$ cat config.mk
export PLATFORM = sky130hd
export DESIGN_NAME = gcd_arb
export DESIGN_NICKNAME = d
export VERILOG_FILES = /design/src/rtl/gcd_arb.sv
export SDC_FILE = /design/constraint.sdc
export NUM_CORES = 1
export LEC_CHECK = 0
export BUFFER_PORTS_ARGS = -buffer_cell sky130_fd_sc_hd__buf_2
export CORE_ASPECT_RATIO = 1.75
export CORE_MARGIN = 4
export CORE_UTILIZATION = 45
export DETAILED_ROUTE_END_ITERATION = 10
export PLACE_DENSITY_LB_ADDON = 0.05
export REMOVE_ABC_BUFFERS = 1
export SLEW_MARGIN = 15
export SYNTH_ARGS = -nofsm -noshare
export SYNTH_HDL_FRONTEND = slang
export SYNTH_SLANG_ARGS = --single-unit
$ cat constraint.sdc
create_clock -name clk -period 4.5 [get_ports clk]
set_clock_uncertainty 0.2 [all_clocks]
set_input_delay 0.9 -clock clk [delete_from_list [all_inputs] [get_ports clk]]
set_output_delay 0.9 -clock clk [all_outputs]
set_load 0.02 [all_outputs]
$ cat src/rtl/gcd_arb.sv
// gcd_arb: round-robin scheduler sharing one gcd core between two requesters.
// Optional RUN-state timeout is compiled in with GCD_ARB_TIMEOUT_EN.
module gcd_arb #(
  parameter int W        = 32,
  parameter int LOAD_CYC = 2,
  parameter int TIMEOUT  = 4096
) (
  input  logic         clk,
  input  logic         rst,
  input  logic [1:0]   req,
  input  logic [W-1:0] op_a0,
  input  logic [W-1:0] op_b0,
  input  logic [W-1:0] op_a1,
  input  logic [W-1:0] op_b1,
  output logic [1:0]   ack,
  output logic [W-1:0] rsp_result,
  output logic         rsp_coprime,
  output logic         rsp_err,
  output logic         busy,
  output logic         grant_id,
  output logic [W-1:0] core_a,
  output logic [W-1:0] core_b,
  output logic         core_rst_n,
  input  logic [W-1:0] core_result,
  input  logic         core_ready_n
);

  localparam logic [1:0] S_IDLE = 2'd0;
  localparam logic [1:0] S_LOAD = 2'd1;
  localparam logic [1:0] S_RUN  = 2'd2;
  localparam logic [1:0] S_DONE = 2'd3;

  localparam int LW = (LOAD_CYC > 1) ? $clog2(LOAD_CYC) : 1;

  logic [1:0]   state_q, state_d;
  logic         last_q, last_d;
  logic         gid_q, gid_d;
  logic [1:0]   ack_q, ack_d;
  logic [W-1:0] res_q, res_d;
  logic         cop_q, cop_d;
  logic         busy_q, busy_d;
  logic [W-1:0] a_q, a_d;
  logic [W-1:0] b_q, b_d;
  logic         crst_q, crst_d;
  logic [LW-1:0] ld_q, ld_d;
  logic         first_q, first_d;

`ifdef GCD_ARB_TIMEOUT_EN
  localparam int CW = $clog2(TIMEOUT + 1);
  logic [CW-1:0] cnt_q, cnt_d;
  logic          err_q, err_d;
`endif

  logic         gnt;
  logic [W-1:0] sel_a;
  logic [W-1:0] sel_b;

  // Round-robin pick: a lone request wins, a tie goes to the port != last.
  always_comb begin
    gnt = req[1];
    if (req == 2'b11) gnt = ~last_q;
    sel_a = gnt ? op_a1 : op_a0;
    sel_b = gnt ? op_b1 : op_b0;
  end

  // Next-state and datapath for the IDLE/LOAD/RUN/DONE sequence.
  always_comb begin
    state_d = state_q;
    last_d  = last_q;
    gid_d   = gid_q;
    ack_d   = 2'b00;
    res_d   = res_q;
    cop_d   = cop_q;
    busy_d  = busy_q;
    a_d     = a_q;
    b_d     = b_q;
    crst_d  = crst_q;
    ld_d    = ld_q;
    first_d = first_q;
`ifdef GCD_ARB_TIMEOUT_EN
    cnt_d   = cnt_q;
    err_d   = 1'b0;
`endif
    unique case (state_q)
      S_IDLE: begin
        crst_d = 1'b0;
        if (|req) begin
          gid_d  = gnt;
          last_d = gnt;
          a_d    = sel_a;
          b_d    = sel_b;
          busy_d = 1'b1;
          if (sel_a == '0 || sel_b == '0) begin
            // gcd(x,0)=x and gcd(0,0)=0, so OR gives the answer.
            state_d = S_DONE;
            ack_d   = {gnt, ~gnt};
            res_d   = sel_a | sel_b;
            cop_d   = (sel_a | sel_b) == W'(1);
          end else begin
            state_d = S_LOAD;
            ld_d    = '0;
          end
        end
      end
      S_LOAD: begin
        if (ld_q == LW'(LOAD_CYC - 1)) begin
          state_d = S_RUN;
          crst_d  = 1'b1;
          first_d = 1'b1;
`ifdef GCD_ARB_TIMEOUT_EN
          cnt_d   = '0;
`endif
        end else begin
          ld_d = ld_q + LW'(1);
        end
      end
      S_RUN: begin
        first_d = 1'b0;
        // Ready seen in the first RUN cycle is left over from the last job.
        if (!first_q && !core_ready_n) begin
          state_d = S_DONE;
          ack_d   = {gid_q, ~gid_q};
          res_d   = core_result;
          cop_d   = core_result == W'(1);
          crst_d  = 1'b0;
        end
`ifdef GCD_ARB_TIMEOUT_EN
        else if (cnt_q == CW'(TIMEOUT - 1)) begin
          state_d = S_DONE;
          ack_d   = {gid_q, ~gid_q};
          res_d   = '0;
          cop_d   = 1'b0;
          err_d   = 1'b1;
          crst_d  = 1'b0;
        end else if (cnt_q != CW'(TIMEOUT)) begin
          cnt_d = cnt_q + CW'(1);
        end
`endif
      end
      S_DONE: begin
        state_d = S_IDLE;
        busy_d  = 1'b0;
        crst_d  = 1'b0;
      end
      default: state_d = S_IDLE;
    endcase
  end

  // State and output registers; reset aborts any job in flight.
  always_ff @(posedge clk or posedge rst) begin
    if (rst) begin
      state_q <= S_IDLE;
      last_q  <= 1'b1;
      gid_q   <= 1'b0;
      ack_q   <= 2'b00;
      res_q   <= '0;
      cop_q   <= 1'b0;
      busy_q  <= 1'b0;
      a_q     <= '0;
      b_q     <= '0;
      crst_q  <= 1'b0;
      ld_q    <= '0;
      first_q <= 1'b0;
    end else begin
      state_q <= state_d;
      last_q  <= last_d;
      gid_q   <= gid_d;
      ack_q   <= ack_d;
      res_q   <= res_d;
      cop_q   <= cop_d;
      busy_q  <= busy_d;
      a_q     <= a_d;
      b_q     <= b_d;
      crst_q  <= crst_d;
      ld_q    <= ld_d;
      first_q <= first_d;
    end
  end

`ifdef GCD_ARB_TIMEOUT_EN
  // RUN-cycle counter and timeout flag.
  always_ff @(posedge clk or posedge rst) begin
    if (rst) begin
      cnt_q <= '0;
      err_q <= 1'b0;
    end else begin
      cnt_q <= cnt_d;
      err_q <= err_d;
    end
  end
  assign rsp_err = err_q;
`else
  assign rsp_err = 1'b0;
`endif

  assign ack         = ack_q;
  assign rsp_result  = res_q;
  assign rsp_coprime = cop_q;
  assign busy        = busy_q;
  assign grant_id    = gid_q;
  assign core_a      = a_q;
  assign core_b      = b_q;
  assign core_rst_n  = crst_q;

endmodule

==> flow_summary.ini <==
[timing]
report.final.slew_viol_count = 0
tightest_slew_ns = 1.002
setup_slack_ns = 1.132
rsz0062_at_grt = no
finalHoldWorstSlack_ns = 0.3095
finalCriticalPeriod_ns = 3.368
finalCritPeriodShare = 0.7484
setup_viol = 0
relSlewSlack = 0.3322
hold_viol_final = 0
fmax_ghz = 0.2969

[die]
dieArea_um2 = 15050
die_y_um = 159.3
die_w_um = 94.46
core_area_um2 = 12870
io_pins = 268
num_rows = 55
start_util = 0.4575

[global_route]
antenna_found_initial = 0
grt_pass1_wl_mm = 35.60
gr-total-overflow = 0
grt_pass1_vias = 6376
grtUsageTotal = 0.3066
grt_max_degree = 84

[cells_and_area]
layout.cells.non_filler = 1100
layout_common_cells = 266 x buf_2, 168 x nand2_1, 106 x dfrtp_1
nFillCells = 1224
finalNetCount = 1093
final_common_cell = buf_2
area_growth_pct = 29.97
stdcell_area_um2 = 7651
diodes = 0
drive_gt1_frac = 0.3595

[worst_hold_path]
hold_class = reg -> reg

[drt]
drt_first_iter_violations = 482
ant_nets = 0
drc_errors = 0
routed-via-count = 6423
wl_per_cell_um = 21.21
wl_mm = 23.33
vias_per_cell = 5.839
drtPass1Iterations = 5

[clocking]
root_buffer = clkbuf_16
clk_pin_slew_worst_paths_ns = 0.08
cts_buffers = 9
cts-hold-fix-buffers = 0
tritoncts = done
cts_sinks = 107
postCtsSetupBuffers = 0
htree_levels = 3
clkLatencyLatePin_ns = 0.35
cts.path.max_buffers = 2
cts_resized = 0

[place]
globalplace.congestion = 0.8976
dpl.hpwl_mm = 17.91
dpl_cell_area_um2 = 7291
io_buffer_count = 266
place_inst = 1084
preCtsSetupSlack_ns = 1.021

[yosys]
synth-seq-cells = 107
netlist.area_leader.share = 0.4506
syn_inst = 686
synth_cell_types = 37
synthTopCellsByArea = dfrtp_1 45%, nand2_1 11%, mux2_4 7.1%
ys.warnings.count = 0
yosysTopAreaCell = dfrtp_1
syn_area_um2 = 5887
avgSynthCellArea_um2 = 8.581
synth_seq_area_share = 0.4550

[pwr]
p_leak_nw = 3.561
vdd_drop_max_v = 0.0003708
powerDensity_nw_per_um2 = 730.1

[critical_path]
required_ns = 4.54
crit_type = reg -> reg
worstPathArrival_ns = 3.41
worst-path-max-fanout = 49
slowest_stage = ha_2
start_kind = flip-flop
max_stage_delay_ns = 0.85
path_cells = inv_1, ha_2, o21ai_0, a31oi_4, buf_4, mux2_2
endpoint_kind = flip-flop

[status]
status = completed

[flow_run]
maxCapViolCount = 0
[through the flow]
stage               TNS [ns]  total power [mW]  utilization
global route               0             5.891       0.5946
floorplan            -208.37             3.648            -
global placement           0             4.569       0.5666
CTS                        0             5.609       0.5944
finish                     0             5.586       0.5946
detailed placement         0             4.637       0.5666
[sequential cells by signal, summed over array words and instances (netlist names)]
register     cells
ld_q             1
core_a          32
first_q          1
core_b          32
ack              2
state_q          2
core_rst_n       1
busy             1
last_q           1
rsp_result      32
grant_id         1
rsp_coprime      1
[final timing paths]
path | end | from | slack [ns] | cells past startpoint
worst max register to register | rsp_result[26] | state_q[0] | 1.13 | 6
min in group asynchronous | core_a[6] | rst | 0.48 | 2
worst min register to register | rsp_result[25] | rsp_result[25] | 0.31 | 1
max in group asynchronous | last_q | rst | 2.85 | 3
worst max-delay path | rsp_result[26] | state_q[0] | 1.13 | 6
worst min-delay path | rsp_result[25] | rsp_result[25] | 0.31 | 1
[layer usage]
| layer | track usage | wire length (um) | part of all wire | up-vias |
|---|---|---|---|---|
| li1 | - | - | - | 2923 |
| met1 | 0.3634 | 8478 | 0.36 | 3089 |
| met2 | 0.5230 | 11990 | 0.51 | 346 |
| met3 | 0.05059 | 1709 | 0.073 | 65 |
| met4 | 0.1590 | 1153 | 0.049 | 0 |
| met5 | 0 | 0 | 0 | - |
[cells in the mapped netlist]
cell type    n
buf_2       11
ha_1         4
a31oi_4      1
o211ai_1     1
nor4_2       1
o22ai_1      1
o21ai_1      2
nand3_1      7
inv_1        5
mux2i_1      2
o21ai_0      6
a21boi_2     1
buf_1        7
mux2_4      28
a31oi_1     65
nor3_1      68
mux2_2       3
a22o_1       2
clkbuf_1    24
and3_1       1
a21oi_1      6
nor2_1      71
nand2_1    168
dfrtp_1    106
buf_4        3
buf_6        5
nand2_2      1
nor3b_1      1
nor4_1      40
nand4_1      6
nor2b_1      5
a31o_2       1
o32a_1       1
o31ai_1     29
conb_1       1
a21bo_1      1
dfstp_2      1
[cell families (layout without fill, tap and decap cells)]
kind of cell | Yosys count | after routing | synth area share
flops | 107 | 107 | 0.4550
buf+inv | 55 | 298 | 0.04570
mux | 33 | 33 | 0.08055
fa+ha+maj | 4 | 4 | 0.008502
simple gates | 369 | 369 | 0.2759
other cells | 1 | 1 | 0.0006370
compound gates | 117 | 117 | 0.1337
[power by group]
| part | internal, mW | switching [mW] |
|---|---|---|
| clock | 0.558 | 0.401 |
| sequential | 1.45 | 0.305 |
| combinational | 1.07 | 1.80 |
[cell type report]
type	count	area [um^2]	share of cell area
multi-input combinational	524	2963	0.3872
sequential	107	2679	0.3501
timing repair buffer	277	1414	0.1848
clock buffer	9	225.2	0.02944
tap	171	214.0	0.02796
clock inverter	7	132.6	0.01733
inverter	5	23.77	0.003107
[critical path, delay by kind of cell, from the launching register on]
family	cells	cell delay [ns]
fa+ha+maj	1	0.85
compound gates	2	0.74
flops	1	0.42
mux	1	0.40
buf+inv	2	0.61
No activity file was read; power rests on OpenSTA's default activity.
